### src/rtl/pipe_buf_pkg.sv
// Shared types for the pipeline stage buffer: buffer state encoding and RV32I stage payloads.
// Bubble constants carry a NOP instruction with all control bits cleared.
package pipe_buf_pkg;

    typedef enum logic [1:0] {
        ST_EMPTY = 2'd0,
        ST_FULL  = 2'd1,
        ST_SKID  = 2'd2
    } state_t;

    localparam logic [31:0] CURR_INSTR_NOP = 32'h0000_0013;  // addi x0,x0,0

    typedef struct packed {
        logic [31:0] pc;
        logic [31:0] instr;
    } if_id_t;

    typedef struct packed {
        logic [31:0] pc;
        logic [31:0] instr;
        logic [31:0] rs1_val;
        logic [31:0] rs2_val;
        logic [31:0] imm;
        logic [4:0]  rd;
        logic [3:0]  alu_op;
        logic        mem_rd;
        logic        mem_wr;
        logic        reg_wr;
    } id_ex_t;

    typedef struct packed {
        logic [31:0] alu_res;
        logic [31:0] rs2_val;
        logic [4:0]  rd;
        logic        mem_rd;
        logic        mem_wr;
        logic        reg_wr;
    } ex_mem_t;

    typedef struct packed {
        logic [31:0] wb_val;
        logic [4:0]  rd;
        logic        reg_wr;
    } mem_wb_t;

    localparam if_id_t  IF_ID_BUBBLE  = '{pc: 32'h0, instr: CURR_INSTR_NOP};
    localparam id_ex_t  ID_EX_BUBBLE  = '{pc: 32'h0, instr: CURR_INSTR_NOP, rs1_val: 32'h0,
                                          rs2_val: 32'h0, imm: 32'h0, rd: 5'h0, alu_op: 4'h0,
                                          mem_rd: 1'b0, mem_wr: 1'b0, reg_wr: 1'b0};
    localparam ex_mem_t EX_MEM_BUBBLE = '0;
    localparam mem_wb_t MEM_WB_BUBBLE = '0;

endpackage

### src/rtl/pipe_stage_buffer_sat_counter.sv
// Saturating up-counter with synchronous clear; clear wins over increment.
// Latency 1 cycle; holds at all-ones instead of wrapping.
module sat_counter #(
    parameter int CNT_W = 16
) (
    input  logic             clk,
    input  logic             rst_n,
    input  logic             inc,
    input  logic             clr,
    output logic [CNT_W-1:0] count
);

    always_ff @(posedge clk or negedge rst_n) begin
        if (!rst_n) begin
            count <= '0;
        end else if (clr) begin
            count <= '0;
        end else if (inc && (count != {CNT_W{1'b1}})) begin
            count <= count + 1'b1;
        end
    end

endmodule

### src/rtl/pipe_stage_buffer.sv
// Pipeline stage register with valid/ready handshake, optional skid entry, flush and stall counter.
// Latency 1 cycle; with SKID=1 in_ready is registered and drops only once both entries are held.
module pipe_stage_buffer
    import pipe_buf_pkg::*;
#(
    parameter int                WIDTH  = 32,
    parameter int                SKID   = 1,
    parameter logic [WIDTH-1:0]  BUBBLE = '0,
    parameter int                CNT_W  = 16
) (
    input  logic             clk,
    input  logic             rst_n,
    input  logic             in_valid,
    output logic             in_ready,
    input  logic [WIDTH-1:0] in_data,
    output logic             out_valid,
    input  logic             out_ready,
    output logic [WIDTH-1:0] out_data,
    input  logic             flush,
    output logic [CNT_W-1:0] stall_cnt,
    input  logic             stall_clr
);

    state_t           state;
    logic [WIDTH-1:0] m_dat;
    logic [WIDTH-1:0] s_dat;
    logic             in_fire;
    logic             out_fire;

    assign out_valid = (state != ST_EMPTY);
    // Masking by out_valid keeps BUBBLE on the output even if stale payload remains in m_dat.
    assign out_data  = out_valid ? m_dat : BUBBLE;
    assign in_ready  = (SKID != 0) ? (state != ST_SKID) : (!out_valid || out_ready);
    assign in_fire   = in_valid && in_ready;
    assign out_fire  = out_valid && out_ready;

    always_ff @(posedge clk or negedge rst_n) begin
        if (!rst_n) begin
            state <= ST_EMPTY;
            m_dat <= BUBBLE;
            s_dat <= BUBBLE;
        end else if (flush) begin
            state <= ST_EMPTY;
        end else begin
            case (state)
                ST_EMPTY: begin
                    if (in_fire) begin
                        m_dat <= in_data;
                        state <= ST_FULL;
                    end
                end
                ST_FULL: begin
                    if (in_fire && out_fire) begin
                        m_dat <= in_data;
                    end else if (in_fire) begin
                        // Only reachable with a skid entry; single-entry ready requires out_fire.
                        if (SKID != 0) begin
                            s_dat <= in_data;
                            state <= ST_SKID;
                        end
                    end else if (out_fire) begin
                        state <= ST_EMPTY;
                    end
                end
                ST_SKID: begin
                    if (out_fire) begin
                        m_dat <= s_dat;
                        state <= ST_FULL;
                    end
                end
                default: state <= ST_EMPTY;
            endcase
        end
    end

    sat_counter #(
        .CNT_W(CNT_W)
    ) u_stall_cnt (
        .clk  (clk),
        .rst_n(rst_n),
        .inc  (out_valid && !out_ready && !flush),
        .clr  (stall_clr),
        .count(stall_cnt)
    );

endmodule

### config.mk
export PLATFORM = sky130hd
export DESIGN_NAME = pipe_stage_buffer
export DESIGN_NICKNAME = d
export VERILOG_FILES = /design/src/rtl/pipe_buf_pkg.sv /design/src/rtl/pipe_stage_buffer_sat_counter.sv /design/src/rtl/pipe_stage_buffer.sv
export SDC_FILE = /design/constraint.sdc
export NUM_CORES = 1
export LEC_CHECK = 0
export CAP_MARGIN = 20
export CORE_AREA = 2 2 90 92
export DETAILED_ROUTE_END_ITERATION = 16
export DIE_AREA = 0 0 92 94
export PLACE_DENSITY = 0.86
export SLEW_MARGIN = 15
export SYNTH_ARGS = -nofsm -noshare
export SYNTH_HDL_FRONTEND = slang
export SYNTH_SLANG_ARGS = --single-unit
### constraint.sdc
create_clock -name clk -period 4.8 [get_ports clk]
set_input_delay 0.48 -clock clk [delete_from_list [all_inputs] [get_ports clk]]
set_output_delay 0.48 -clock clk [all_outputs]
set_load 0.01 [all_outputs]
==> summary.txt <==
Clocking
  • Worst-Skew Late Latency: 0.35 ns
  • Post-CTS Setup Bufs: 0
  • CTS tree: yes
  • H-tree lvl count: 3
  • # hold bufs at CTS: 0
  • Post-CTS sizing: 0
  • CTS sink count: 82
  • Clock Path Buffers: 2
  • Clk root buf: clkbuf_8
  • Clock-pin slew on the worst setup and hold paths: 0.09 ns
  • Cts bufs inserted: 9

Pwr
  • LEAKAGE: 2.14 nW
  • Peak supply drop: 0.000206 V
  • Total power per unit cell area: 338 nW/um^2

Global route
  • Largest net degree at the start of global routing: 83
  • First-pass GRT wire length: 14100 um
  • Vias in the first global route: 2985
  • Total grt overflow: 0
  • Initial antenna violation count: 0
  • Gr usage total: 20.6%

Synthesis
  • Post-synthesis sequential area ratio: 50.2%
  • Yosys warns: 0
  • Mapped cell area: 4090 um^2
  • Post-Syn Nets: 367
  • Mean Syn Cell Area: 12.5 um^2
  • Synth unique cells: 35
  • Post-synth top area share: 50.2%
  • Synthesized instance count: 328
  • #FFs+latches synth: 82
  • Top cell type by total area after synthesis: dfrtp_1
  • Area contributors post-synth: dfrtp_1 50%, mux2_2 26%, and2_1 5.2%, a21oi_1 1.6%, o31ai_1 1.5%

Critical path
  • CP peak stage delay: 0.74 ns
  • R2R setup slack: 2.38 ns
  • Worst EP arrival: 2.56 ns
  • R2R cell count: 5
  • R2R Path Start: u_stall_cnt.count[0]$_DFFE_PN0P_
  • Crit path max fanout: 26
  • Worst endpoint required time: 4.32 ns
  • Setup CP Type: reg -> out
  • Critical path startpoint category: flip-flop
  • Reg-to-reg critical path endpoint: u_stall_cnt.count[13]$_DFFE_PN0P_
  • Slowest cell on the critical path: or2_1
  • Crit. End Element: primary output
  • Crit-path cells: or2_1 -> buf_4 -> and2_1 -> clkdlybuf4s50_1

Timing
  • Worst-margin pin slew: 0.880 ns
  • RSZ-0062 raised after global routing: false
  • Rel. slew slack: 40.9%
  • Final TNS setup: 0 ns
  • Final Hold Violating Endpoints: 0
  • Peak Freq: 0.329 GHz
  • Final setup viols: 0
  • Skew final: 0.0158 ns
  • Final worst setup slack: 1.76 ns
  • Final Max Tran Viols: 0
  • Tcrit/Tclk final: 63.4%
  • Tmin final: 3.04 ns

Route
  • Final wirelength: 8580 um
  • Vias per cell: 5.57
  • DR vias: 2878
  • First-pass DRT Iterations: 4
  • DR DRC count: 0
  • Initial DRC count: 89
  • Antenna viol nets, final: 0
  • Routed length per placed instance: 16.6 um

Placement
  • Post-DP HPWL: 5670 um
  • Placer Congestion: 0.878
  • DP Worst Slack: 1.83 ns
  • I/O Buffers: 87

Min path
  • Hold WC Path Type: in -> async

Floorplanning
  • Die area: 8650 um^2
  • Core area: 7610 um^2
  • Row count: 32
  • Num ports: 88
  • Initial Util: 53.8%
  • Die Wd: 92 um
  • Chip height: 94 um

Finish
  • Antenna cell count: 0
  • Net count, final: 449
  • Commonest cells after routing, fill and taps aside: 96 x mux2_2, 86 x clkdlybuf4s50_1, 82 x dfrtp_1, 34 x and2_1, 13 x a21oi_1
  • Commonest non-fill, non-tap cell in the layout: mux2_2
  • Share of cells above drive strength 1: 29.9%
  • Area grow syn2layout: 29.1%

Flow run
  • Max-cap violations: 0

Run status
  • Outcome: finished, final reports clean
[where the power goes]
group | leakage [nW] | total [W] | internal (W) | switching, W
Combinational | 1.01 | 0.000345 | 0.000219 | 0.000126
Clock | 0.107 | 0.000551 | 0.000295 | 0.000256
Sequential | 1.02 | 0.000886 | 0.000823 | 0.0000630
[worst max path at each step]
| stage | depth (start not counted) | end | from |
|---|---|---|---|
| 2_1_floorplan | 6 | u_stall_cnt.count[14]$_DFFE_PN0P_ | u_stall_cnt.count[0]$_DFFE_PN0P_ |
| 3_3_place_gp | 5 | m_dat[16]$_DFFE_PN0P_ | in_valid |
| 3_5_place_dp | 5 | m_dat[6]$_DFFE_PN0P_ | in_valid |
| 4_1_cts | 4 | out_data[2] | state[0]$_DFFE_PN0P_ |
| 5_1_grt | 4 | out_data[2] | state[0]$_DFFE_PN0P_ |
| 6_report | 4 | out_data[2] | state[0]$_DFFE_PN0P_ |
[sequential cells by signal, indices dropped and copies added, names as in the netlist]
signal             cells
u_stall_cnt.count     16
s_dat                 32
m_dat                 32
state                  2
[routing by layer]
| metal | up-vias | wire [um] | GRT usage (%) |
|---|---|---|---|
| met4 | 0 | 195 | 9.45 |
| met3 | 15 | 266 | 3.21 |
| li1 | 1356 | - | - |
| met2 | 62 | 4330 | 34.4 |
| met5 | - | 0 | 0 |
| met1 | 1445 | 3790 | 26.5 |
[critical path: cells and delay by family (launching register included)]
kind / cells / cell delay [ns]
flip-flops: 1 / 0.50
AND/OR/NAND/NOR: 2 / 0.89
buffers and inverters: 2 / 0.83
[kinds of logic after synthesis]
kind of cell,synth area share (%)
muxes,27.8
and+or+nand+nor,14.3
DFF,50.2
AOI/OAI and AO/OA,4.25
buffers and inverters,3.18
adders and majority gates,0.306
[cells in the mapped netlist, drive strengths merged]
cell type / count
mux2: 101
dfrtp: 82
and2: 34
a21oi: 14
buf: 14
nand4: 8
nor2: 8
o31ai: 8
or4: 8
nand3: 7
nor2b: 7
nor4: 7
clkbuf: 6
inv: 4
nand2: 4
o21ai: 3
or2: 2
or3: 2
a211oi: 1
and3: 1
and4: 1
ha: 1
nor3: 1
nor3b: 1
o22a: 1
o41ai: 1
or3b: 1
[stage by stage]
| step | std cells | cell area [um^2] | total power (W) | hold WS (ns) | util, % |
|---|---|---|---|---|---|
| global placement | 499 | 5000 | 0.00122 | 0.466 | 65.8 |
| finish | 517 | 5280 | 0.00178 | 0.0359 | 69.4 |
| detailed placement | 499 | 5000 | 0.00124 | 0.473 | 65.8 |
| CTS | 515 | 5220 | 0.00179 | 0.336 | 68.7 |
| floorplan | 328 | 4090 | 0.00108 | 0.184 | - |
| global route | 517 | 5280 | 0.00187 | 0.0499 | 69.4 |
[layout make-up]
class | instances | area, um^2
timing repair buffer | 91 | 938
fill | 587 | 2330
clock buffer | 10 | 128
inverter | 4 | 15.0
sequential | 82 | 2050
tap | 102 | 128
multi-input combinational | 222 | 1930
clock inverter | 6 | 90.1
Note: power is estimated with default switching activity, not from simulation.
